--- src/rtl/fetch_stage.sv ---
// Instruction fetch stage: PC, single-outstanding ibus reads,
// one-entry output buffer to decode, redirect handling.
module fetch_stage #(
  parameter logic [31:0] RESET_PC = 32'hbfc0_0000,
  parameter int          CNT_W    = 32
) (
  input  logic             clk,
  input  logic             resetn,
  output logic             ireq_valid,
  output logic [31:0]      ireq_addr,
  input  logic             ireq_ready,
  input  logic             iresp_valid,
  input  logic [31:0]      iresp_data,
  input  logic             decode_enable,
  input  logic             redirect_valid,
  input  logic [31:0]      redirect_pc,
  output logic             fetch_valid,
  output logic [31:0]      fetch_pc,
  output logic [31:0]      fetch_instruction,
  output logic             fetch_jump,
  output logic [CNT_W-1:0] fetch_count
);

  typedef enum logic [1:0] {
    S_REQ,
    S_WAIT,
    S_HOLD,
    S_FLUSH
  } state_t;

  state_t           state, state_d;
  logic [31:0]      pc, pc_d;
  logic             valid_d;
  logic [31:0]      fpc_d;
  logic [31:0]      finst_d;
  logic             fjump_d;
  logic [CNT_W-1:0] cnt_d;
  logic [31:0]      target;
  logic             is_jump;

  assign target  = {redirect_pc[31:2], 2'b00};
  assign is_jump = (iresp_data[31:26] == 6'h02) ||
                   (iresp_data[31:26] == 6'h03);

  // resetn gating keeps the request low while reset is held
  assign ireq_valid = resetn && (state == S_REQ);
  assign ireq_addr  = pc;

  always_comb begin
    state_d = state;
    pc_d    = pc;
    valid_d = fetch_valid;
    fpc_d   = fetch_pc;
    finst_d = fetch_instruction;
    fjump_d = fetch_jump;
    cnt_d   = fetch_count;
    case (state)
      S_REQ: begin
        if (ireq_ready) state_d = S_WAIT;
      end
      S_WAIT: begin
        if (iresp_valid) begin
          state_d = S_HOLD;
          valid_d = 1'b1;
          fpc_d   = pc;
          finst_d = iresp_data;
          fjump_d = is_jump;
          pc_d    = pc + 32'd4;
        end
      end
      S_HOLD: begin
        if (decode_enable) begin
          state_d = S_REQ;
          valid_d = 1'b0;
          cnt_d   = fetch_count + CNT_W'(1);
        end
      end
      S_FLUSH: begin
        if (iresp_valid) state_d = S_REQ;
      end
      default: state_d = S_REQ;
    endcase
    // redirect overrides everything; pc doubles as the flush target
    if (redirect_valid) begin
      pc_d    = target;
      valid_d = 1'b0;
      fpc_d   = fetch_pc;
      finst_d = fetch_instruction;
      fjump_d = fetch_jump;
      cnt_d   = fetch_count;
      case (state)
        S_REQ:   state_d = ireq_ready ? S_FLUSH : S_REQ;
        S_WAIT:  state_d = iresp_valid ? S_REQ : S_FLUSH;
        S_HOLD:  state_d = S_REQ;
        S_FLUSH: state_d = iresp_valid ? S_REQ : S_FLUSH;
        default: state_d = S_REQ;
      endcase
    end
  end

  always_ff @(posedge clk or negedge resetn) begin
    if (!resetn) begin
      state             <= S_REQ;
      pc                <= RESET_PC;
      fetch_valid       <= 1'b0;
      fetch_pc          <= '0;
      fetch_instruction <= '0;
      fetch_jump        <= 1'b0;
      fetch_count       <= '0;
    end else begin
      state             <= state_d;
      pc                <= pc_d;
      fetch_valid       <= valid_d;
      fetch_pc          <= fpc_d;
      fetch_instruction <= finst_d;
      fetch_jump        <= fjump_d;
      fetch_count       <= cnt_d;
    end
  end

endmodule

--- config.mk ---
export PLATFORM = sky130hd
export DESIGN_NAME = fetch_stage
export DESIGN_NICKNAME = d
export VERILOG_FILES = /design/src/rtl/fetch_stage.sv
export SDC_FILE = /design/constraint.sdc
export NUM_CORES = 1
export LEC_CHECK = 0
export ABC_AREA = 0
export CORE_UTILIZATION = 47
export CTS_BUF_LIST = sky130_fd_sc_hd__clkbuf_4
export CTS_CLUSTER_DIAMETER = 150
export DETAILED_ROUTE_END_ITERATION = 6
export GPL_ROUTABILITY_DRIVEN = 0
export PLACE_DENSITY = 0.83
export SLEW_MARGIN = 20
export SYNTH_ARGS = -nofsm -noshare
export SYNTH_HDL_FRONTEND = slang
export SYNTH_SLANG_ARGS = --single-unit
--- constraint.sdc ---
create_clock -name clk -period 1.94 [get_ports clk]
set_input_delay 0.194 -clock clk [delete_from_list [all_inputs] [get_ports clk]]
set_output_delay 0.194 -clock clk [all_outputs]
set_load 0.02 [all_outputs]
==> out/qor.yml, run 1 <==
final_layout:
  area_growth_pct: 45.0
  diodes: 0
  layout-drive-gt1-share_pct: 20.7
  finish.utilization_pct: 70.1
  fill_cells: 880
  finalNonFillerCells: 880
  final_nets: 794
  design_area_sq_um: 8420
sta:
  setup_viol_count_final: 0
  finalCritPeriodShare_pct: 95.7
  maxSlewViolCount: 0
  min_period_ns: 1.86
  finalHoldViolCount: 0
  fin_skew_ns: 0.0137
  timing.final.ws_setup_ns: 0.0832
  final.setup.tns_ns: 0
  clock.fmax_ghz: 0.539
  slew_headroom_pct: 55.1
  worst_pin_slew_ns: 0.674
  rsz0062_at_grt: "false"
synthesis:
  ys_ff_latch: 128
  synth_top_cells_by_area: "dfrtp_1 (51%), mux2_2 (11%), xnor2_1 (5.6%), dfstp_2 (4.1%), nand4_1 (2.6%)"
  ys_types: 47
  ys_seq_area_share_pct: 55.3
  yosysWarnings: 0
  synth.most_common_cell: "dfrtp_1"
  synthTopCellsByCount: "dfrtp_1 (119), mux2_2 (58), nand2_1 (37), xnor2_1 (37), nand3_1 (26)"
  avgSynthCellArea_sq_um: 11.8
  synth_top_area_share_pct: 51.2
  synth_ff_type: "dfrtp_1"
  yosysTopAreaCell: "dfrtp_1"
  syn_area_sq_um: 5810
  synthCells: 492
  synth-edff-count: 0
  async_reset_ff_share_pct: 100
global_route:
  grt_pass1_wl_um: 24000
  track_usage_pct: 24.3
  grt_max_degree: 129
  grt-ovfl-total: 0
  first_global_vias: 4796
  antenna_found_initial: 0
flow_run:
  max_cap_viol_count: 0
routing:
  vias_per_cell: 5.53
  drtIter0Drc: 250
  route.antenna.remaining_nets: 0
  dr.pass1.iters: 5
  drc: 0
  drt-total-wl_um: 14900
  routedWlPerCell_um: 16.9
  vias: 4866
floorplanning:
  pin_count: 201
  die_y_um: 113
  core_sq_um: 12000
  initial_core_util_pct: 48.4
  die_x_um: 113
  rows: 40
  die-area_sq_um: 12800
pwr:
  p_leak_nw: 3.56
  p_per_area_nw_per_um2: 1150
  ir_worst_vdd_mv: 0.754
setup_path:
  critPathKind: "flop to output port"
  cp.buffers_inverters: 2
  critPathSlowestCell: "clkdlybuf4s50_1"
  critPathTopFamily: "buffers and inverters"
  path_cells: "buf_4 > clkdlybuf4s50_1"
  required_ns: 1.75
  max_stage_delay_ns: 0.62
  crit_arrival_ns: 1.66
  cp-start-kind: "flop"
  endpoint_kind: "output port"
  cp_max_fo: 7
placed_design:
  dpl_cell_area_sq_um: 8140
  port_buffers: 194
  dp_hpwl_um: 10800
  post-place-ws_ns: -0.162
  dp.cells: 849
clocking:
  clock_latency_ns: 0.54
  tritoncts: "done"
  clk_pin_slew_ns: 0.10
  cts_buffer_depth: 2
  numCtsBuffers: 17
  cts_max_level: 4
  cts_root_buf: "clkbuf_4"
  clock_sinks: 128
worst_hold_path:
  hp-class: "primary input to flop"
status:
  outcome: "finished clean"
-- state kept, by name, summed over array words and instances (netlist names) --
register	flops
fetch_count	32
fetch_instruction	32
fetch_jump	1
fetch_pc	30
fetch_valid	1
ireq_addr	30
state	2
-- final timing paths --
path,from,to,cells after the start,slack (ns)
max,ireq_addr[4],ireq_addr[4],2,0.08
min,redirect_pc[26],ireq_addr[26],3,0.19
max reg2reg,ireq_addr[5],ireq_addr[31],4,0.13
min reg2reg,fetch_count[31],fetch_count[31],1,0.48
max in group asynchronous,resetn,state[0],3,1.05
min in group asynchronous,resetn,ireq_addr[21],3,0.38
-- worst reg2reg max path, cell delays in order (launching register included) --
cell,delay (ns)
dfrtp_1,0.36
and4_4,0.29
nand4_4,0.27
or4_1,0.61
a31oi_2,0.22
-- where the power goes --
group	switching, mW	leakage, nW	total (mW)	internal, mW
Combinational	1.89	1.83	4.02	2.13
Clock	0.915	0.147	1.72	0.809
Sequential	0.489	1.58	3.94	3.45
Total	3.29	3.56	9.68	6.39
-- area by class of cell --
cell class / instances / area (sq um) / area share [%]
clock inverter: 8 / 91.3 / 1.08
timing repair buffer: 234 / 2280 / 27.1
sequential: 128 / 3220 / 38.2
inverter: 6 / 22.5 / 0.267
multi-input combinational: 335 / 2460 / 29.2
clock buffer: 22 / 165 / 1.96
tap: 147 / 184 / 2.18
-- routing by layer --
layer  track usage (%)  vias up  routed length (um)
met2              39.7      172                7510
li1                  -     2263                   -
met1              31.0     2404                6260
met4              10.0        0                 299
met5                 0        -                   0
met3              6.16       27                 801
-- kinds of logic (layout without fill, tap and decap cells) --
family,after synthesis,count (layout),synth area share (%)
XOR/XNOR,41,41,6.18
AO/OA/AOI/OAI,53,53,5.73
other,1,4,0.0645
buffers and inverters,32,270,2.73
adder cells (fa/ha/maj),2,2,0.431
AND/OR/NAND/NOR,171,171,17.2
flip-flops,128,128,55.3
multiplexers,64,64,12.4
-- metrics by stage --
stage	total power [mW]	hold slack (ns)
after global placement	7.91	0.377
after floorplan	5.91	-0.102
after CTS	9.76	0.153
after detailed placement	8.05	0.387
after global routing	10.2	0.172
final	9.68	0.193
-- repair_timing --
item                                    4_1_cts  5_1_grt
hold buffers                                  1        0
pin swaps                                     0        1
setup buffers                                 0        0
gates resized for setup                      11       15
endpoints found under the setup margin       11       11
hold endpoints to repair                    119        0
-- cells in the final DEF (no fill, tap or decap), drive strengths merged, types with 3 or more instances in the layout --
cell type      count
or4               14
a21oi              3
nor2              25
dlygate4sd2        9
o31ai             13
nand3             27
nor4               4
a31oi             16
mux2              63
and2               3
xor2               4
nor3               4
buf               40
clkdlybuf4s50    176
clkinv             6
inv                5
nand2             37
xnor2             37
conb               4
dfstp              9
dfrtp            119
clkbuf            23
nand4             25
and3              12
o211ai             3
o21ai             16
and4               8
dlymetal6s2s       7
Power figures use the tool's default switching activity.
==> run 2: changes to the inputs <==
--- a/config.mk
+++ b/config.mk
@@ -6,12 +6,13 @@
 export NUM_CORES = 1
 export LEC_CHECK = 0
 export ABC_AREA = 0
-export CORE_UTILIZATION = 47
+export CORE_UTILIZATION = 66
 export CTS_BUF_LIST = sky130_fd_sc_hd__clkbuf_4
 export CTS_CLUSTER_DIAMETER = 150
 export DETAILED_ROUTE_END_ITERATION = 6
+export DONT_BUFFER_PORTS = 1
 export GPL_ROUTABILITY_DRIVEN = 0
-export PLACE_DENSITY = 0.83
+export PLACE_DENSITY = 0.82
 export SLEW_MARGIN = 20
 export SYNTH_ARGS = -nofsm -noshare
 export SYNTH_HDL_FRONTEND = slang
==> out/qor.yml, run 2 (same netlist as run 1, synthesis figures left out) <==
routing:
  m1WireLength_um: 5600
  maxUsedRoutingLayer: "met4"
  drc: 0
  dr.pass1.iters: 6
  routedWlPerCell_um: 21.7
  vias: 4714
  dr_wl_met3_um: 1590
  routed-wl-met2_um: 8190
  drtIter0Drc: 302
  route.antenna.remaining_nets: 0
  drt-total-wl_um: 15800
  vias_per_cell: 6.48
final_layout:
  diodes: 0
  final_common_cell: "dfrtp_1"
  final_cell_mix: "dfrtp_1 (118), dlygate4sd3_1 (68), mux2_2 (58)"
  finish.utilization_pct: 86.5
  layout-drive-gt1-share_pct: 26.8
  reg.largest.list: "fetch_count (32), fetch_instruction (32)"
  fill_cells: 401
  final_nets: 682
  area_growth_pct: 24.8
  regArea_sq_um: 3220
  multi_input_area_sq_um: 2470
setup_path:
  worstSetupStartpoint: "redirect_valid"
  r2r_cells: 6
  critPathKind: "primary input to flop"
  required_ns: 2.35
  max_stage_delay_ns: 0.78
  cp-start-kind: "primary input"
  critical_path_cell_count: 6
  timing.rr.end: "ireq_addr[5]"
  cp_max_fo: 21
  critPathSlowestCell: "dlygate4sd3_1"
  endpoint_kind: "flop"
  cp.buffers_inverters: 2
  critPathTopFamily: "buffers and inverters"
  crit_arrival_ns: 2.29
  path_cells: "dlygate4sd3_1 > nand4bb_4 > nor4_2 > buf_4 > nand4_1 > xnor2_1"
  critPathCapture: "fetch_count[31]"
  reg2reg_from: "state[0]"
  rrSetupSlack_ns: 0.08
global_route:
  track_usage_pct: 35.4
  grt-ovfl-total: 0
  grt_max_degree: 130
  antenna_found_initial: 0
  grt_pass1_wl_um: 23900
  first_global_vias: 4676
sta:
  finalHoldViolCount: 128
  min_period_ns: 1.88
  worst_pin_slew_ns: 0.626
  setup_viol_count_final: 0
  slew_headroom_pct: 58.1
  finalCritPeriodShare_pct: 96.7
  clock.fmax_ghz: 0.533
  fin_hold_ws_ns: -0.653
  maxSlewViolCount: 0
  fin_skew_ns: 0.0218
pwr:
  ir_worst_vdd_mv: 0.886
  p_per_area_nw_per_um2: 1180
  p_leak_nw: 3.07
clocking:
  cts_max_level: 4
  cts_root_buf: "clkbuf_4"
  cts_buffer_depth: 2
  clock_sinks: 128
  tritoncts: "done"
  clock_latency_ns: 0.52
  clk_pin_slew_ns: 0.13
  numCtsBuffers: 17
floorplanning:
  pin_count: 201
  initial_core_util_pct: 69.3
  die_y_um: 95.8
  core_sq_um: 8380
  die-area_sq_um: 9180
  die_x_um: 95.8
  rows: 33
flow_run:
  max_cap_viol_count: 0
status:
  violations: "hold timing"
  outcome: "finished, violations left"
placed_design:
  dp_hpwl_um: 9120
  port_buffers: 0
worst_hold_path:
  hp-class: "primary input to async pin"
-- run 2: cell types whose count changed in the layout (fill, tap and decap cells not counted), sizes merged --
cell and change:
clkbuf -5, dlygate4sd2 -9, dlymetal6s4s +1, dlymetal6s2s -7, clkinv -2, buf +13, dlygate4sd3 +67, clkinvlp +3
clkdlybuf4s50 -176, inv +5
-- run 2: report_power, final --
group	switching (mW)	internal, mW	leakage (nW)	total [mW]
Clock	1.07	0.799	0.146	1.87
Combinational	0.836	0.989	1.35	1.83
Sequential	1.43	3.44	1.58	4.87
-- run 2: worst min-delay path by stage --
stage                     end    from
6_report        ireq_addr[17]  resetn
5_1_grt         ireq_addr[17]  resetn
4_1_cts           fetch_pc[6]  resetn
3_5_place_dp     fetch_pc[13]  resetn
3_3_place_gp     fetch_pc[14]  resetn
2_1_floorplan  fetch_count[0]  resetn
-- run 2: stage by stage --
stage / setup TNS [ns] / instances / total power, mW / setup WS, ns / cell area (sq um)
floorplan: 0 / 495 / 5.91 / 0.0971 / 5820
global placement: 0 / 626 / 6.35 / 0.172 / 6220
detailed placement: 0 / 626 / 6.48 / 0.153 / 6220
CTS: 0 / 725 / 8.46 / 0.0117 / 7190
global route: -0.0149 / 728 / 8.93 / -0.0149 / 7250
finish: 0 / 728 / 8.57 / 0.0643 / 7250
-- run 2: what timing repair did --
action,4_1_cts,5_1_grt
setup endpoints to repair,0,14
setup buffers,0,1
hold endpoints to repair,196,129
hold buffers,67,2
gates resized for setup,0,12
-- run 2: routing by layer --
layer | vias up | global-route usage, %
met1 | 2326 | 41.8
met3 | 42 | 10.7
met2 | 312 | 60.8
li1 | 2034 | -
met4 | 0 | 13.6
met5 | - | 0
-- run 2: cell type report --
| type | instances | share of cell area [%] |
|---|---|---|
| repair buffers | 122 | 15.4 |
| flip-flops and latches | 128 | 44.3 |
| clock inverters | 14 | 2.16 |
| multi-input cells | 335 | 34.1 |
| inverters | 6 | 0.311 |
| well taps | 105 | 1.81 |
| clock buffers | 18 | 1.86 |
==> run 3: changes to the inputs <==
--- a/config.mk
+++ b/config.mk
@@ -6,6 +6,7 @@
 export NUM_CORES = 1
 export LEC_CHECK = 0
 export ABC_AREA = 0
+export CAP_MARGIN = 10
 export CORE_UTILIZATION = 66
 export CTS_BUF_LIST = sky130_fd_sc_hd__clkbuf_4
 export CTS_CLUSTER_DIAMETER = 150
==> results of run 3 <==
Final layout, timing and power as in run 2 (identical DEF).
==> RTL edit: new RTL, config.mk and constraints of run 3 <==
Set the parameter `CNT_W` to 36 (it was 32).
--- a/src/rtl/fetch_stage.sv
+++ b/src/rtl/fetch_stage.sv
@@ -2,7 +2,7 @@
 // one-entry output buffer to decode, redirect handling.
 module fetch_stage #(
   parameter logic [31:0] RESET_PC = 32'hbfc0_0000,
-  parameter int          CNT_W    = 32
+  parameter int          CNT_W    = 36
 ) (
   input  logic             clk,
   input  logic             resetn,
Interface: changed (resized fetch_count); port bits go from 201 to 205. The function was not compared with the original's and may differ.
==> RTL edit against run 3 <==
The flow finishes with violations (DRC, hold timing, setup timing); sequential cell count rose by 4; total power is 7.7% higher; synthesized area up 4.4%; final area increased by 9.9%; clock skew increased by 0.0088 ns; wire length is 26% higher; synthesized cell count is 7.5% higher; maximum frequency shrank 9.8%; global-route usage up 3.0 points; setup slack got worse by 0.20 ns; largest cell class unchanged.
==> RTL edit: results (changes against run 3) <==
The flow ran to the end, but the final reports show violations. The final reports fail on DRC, hold timing, setup timing. The run gives -0.0522 ns (-0.205 ns) as the setup slack at placement.

The post-synthesis share of cell area spent on xor and xnor gates was 6.50% (+0.32 points). The tools report the number of setup violations in the final report as 13 (+13). Clock network contribution to total cell area: 4.02% (about the same). The proportion of synthesized area in mux cells was 12.0% (-0.34 points); the half-perimeter wire length of the detailed placement result was 10100 microns (+10%). Total length of routed wires: 19800 microns (+26%). For the maximum number of pins on one net before global-route repair, the log shows 134 (+3.1%). The count of cells along the worst register-to-register path is 5 (-1), and the worst-case hold slack is -0.660 ns (-0.00685 ns).

The post-route met1 wirelength was 6660 microns (+19%); the worst-case setup margin in the final layout was -0.138 ns (-0.203 ns). The arrival time reported for the critical path endpoint was 2.52 ns (+0.23 ns). The category of cells accounting for the largest share of critical-path delay was simple AND/OR/NAND/NOR gates.

The inverter count of the layout excluding clock inverters was 11 (+5). The number of design rule violations left after detail routing was 26 (+26); the fraction of layout instances using a drive strength above 1 was 34.0% (+7.2 points). The routing usage on met3 was 11.0% (+0.21 points).

By count the netlist is led by 123 x dfrtp_1, 64 x mux2_2, 35 x nand2_1, 28 x nand3_1, 26 x nor2_1. The tools report the sequential element share of the synthesized area as 54.6% (-0.69 points). The tools report the global routing met1 resource utilization as 43.6% (+1.8 points). The power of the combinational group was 2.10 mW (+15%). The tools report the count of multi-input combinational gates as 354 (+5.7%). The fraction of area in registers is 41.8% (-2.6 points). The sequential logic power is 5.04 mW (+3%), and the fraction of power spent switching nets is 39.7% (+0.74 points).

Global-route wire length before repair: 28200 microns (+18%). The largest registers in the layout are fetch_count x36, fetch_instruction x32. The average via count per standard cell was 6.76 (+4.4%); the met2 wirelength from detailed routing was 9770 microns (+19%). Global-route met2 utilization: 65.6% (+4.8 points). For the routed length on met3, the log shows 2050 microns (+29%). In this run the critical register-to-register path is launched from state[1]$_DFFE_PN0P_. The transition time of the tightest slew-check pin was 0.909 ns (+0.282 ns). Buffer share of cell area: 17.8% (+2.5 points).

The adder and majority gate portion of the synthesized area was 0.412% (-0.018 points). The critical path starts at state[1]$_DFFE_PN0P_. Fraction of the mapped netlist area in compound gates: 5.53% (-0.20 points). The logs give 0.0306 ns (+0.00879 ns) for the clock skew after layout and 479 (+59%) for the initial DRC count.

The logs give 3.51 nW (+14%) for the leakage component of the power and 5334 (+14%) for the number of global-route vias before repair. Sorting the synthesized cells by area gives the leading types as dfrtp_1 51%, mux2_2 12%, dfstp_2 3.9%. The number of hold-slack violations in the final timing report was 132 (+3.1%). The tools report the end point of the critical path as ireq_addr[18]$_DFFE_PN0P_. The global routing usage summed across all routing layers came out at 38.4% (+3.0 points). The maximum VDD drop came out at 763 uV (-14%).
## RTL edit: cell count changes in the layout (fill, tap and decap cells not counted), sizes merged, moves of 5 or more
cell and change:
o31ai -5, xnor2 -16, nor3 +8, xor2 +20, buf +39, nor4 +9
inv +7
## RTL edit: timing repair
action / in CTS / in global routing
hold endpoints to repair: 198 / 133
resized for setup: 10 / 29
setup buffers: 5 / 12
pin swaps: 14 / 14
setup endpoints to repair: 5 / 41
hold buffers: 67 / 2
## RTL edit: stage by stage
| step | hold WS, ns | setup TNS [ns] | utilization [%] | area, sq um | std cells |
|---|---|---|---|---|---|
| final | -0.660 | -0.718 | 90.5 | 7970 | 797 |
| after floorplan | -0.102 | 0 | - | 6100 | 532 |
| after global routing | -0.718 | -1.39 | 90.5 | 7970 | 797 |
| after detailed placement | -0.0994 | -0.120 | 75.7 | 6670 | 681 |
| after global placement | -0.0987 | 0 | 75.7 | 6670 | 681 |
| after CTS | -0.681 | -0.166 | 88.1 | 7750 | 785 |
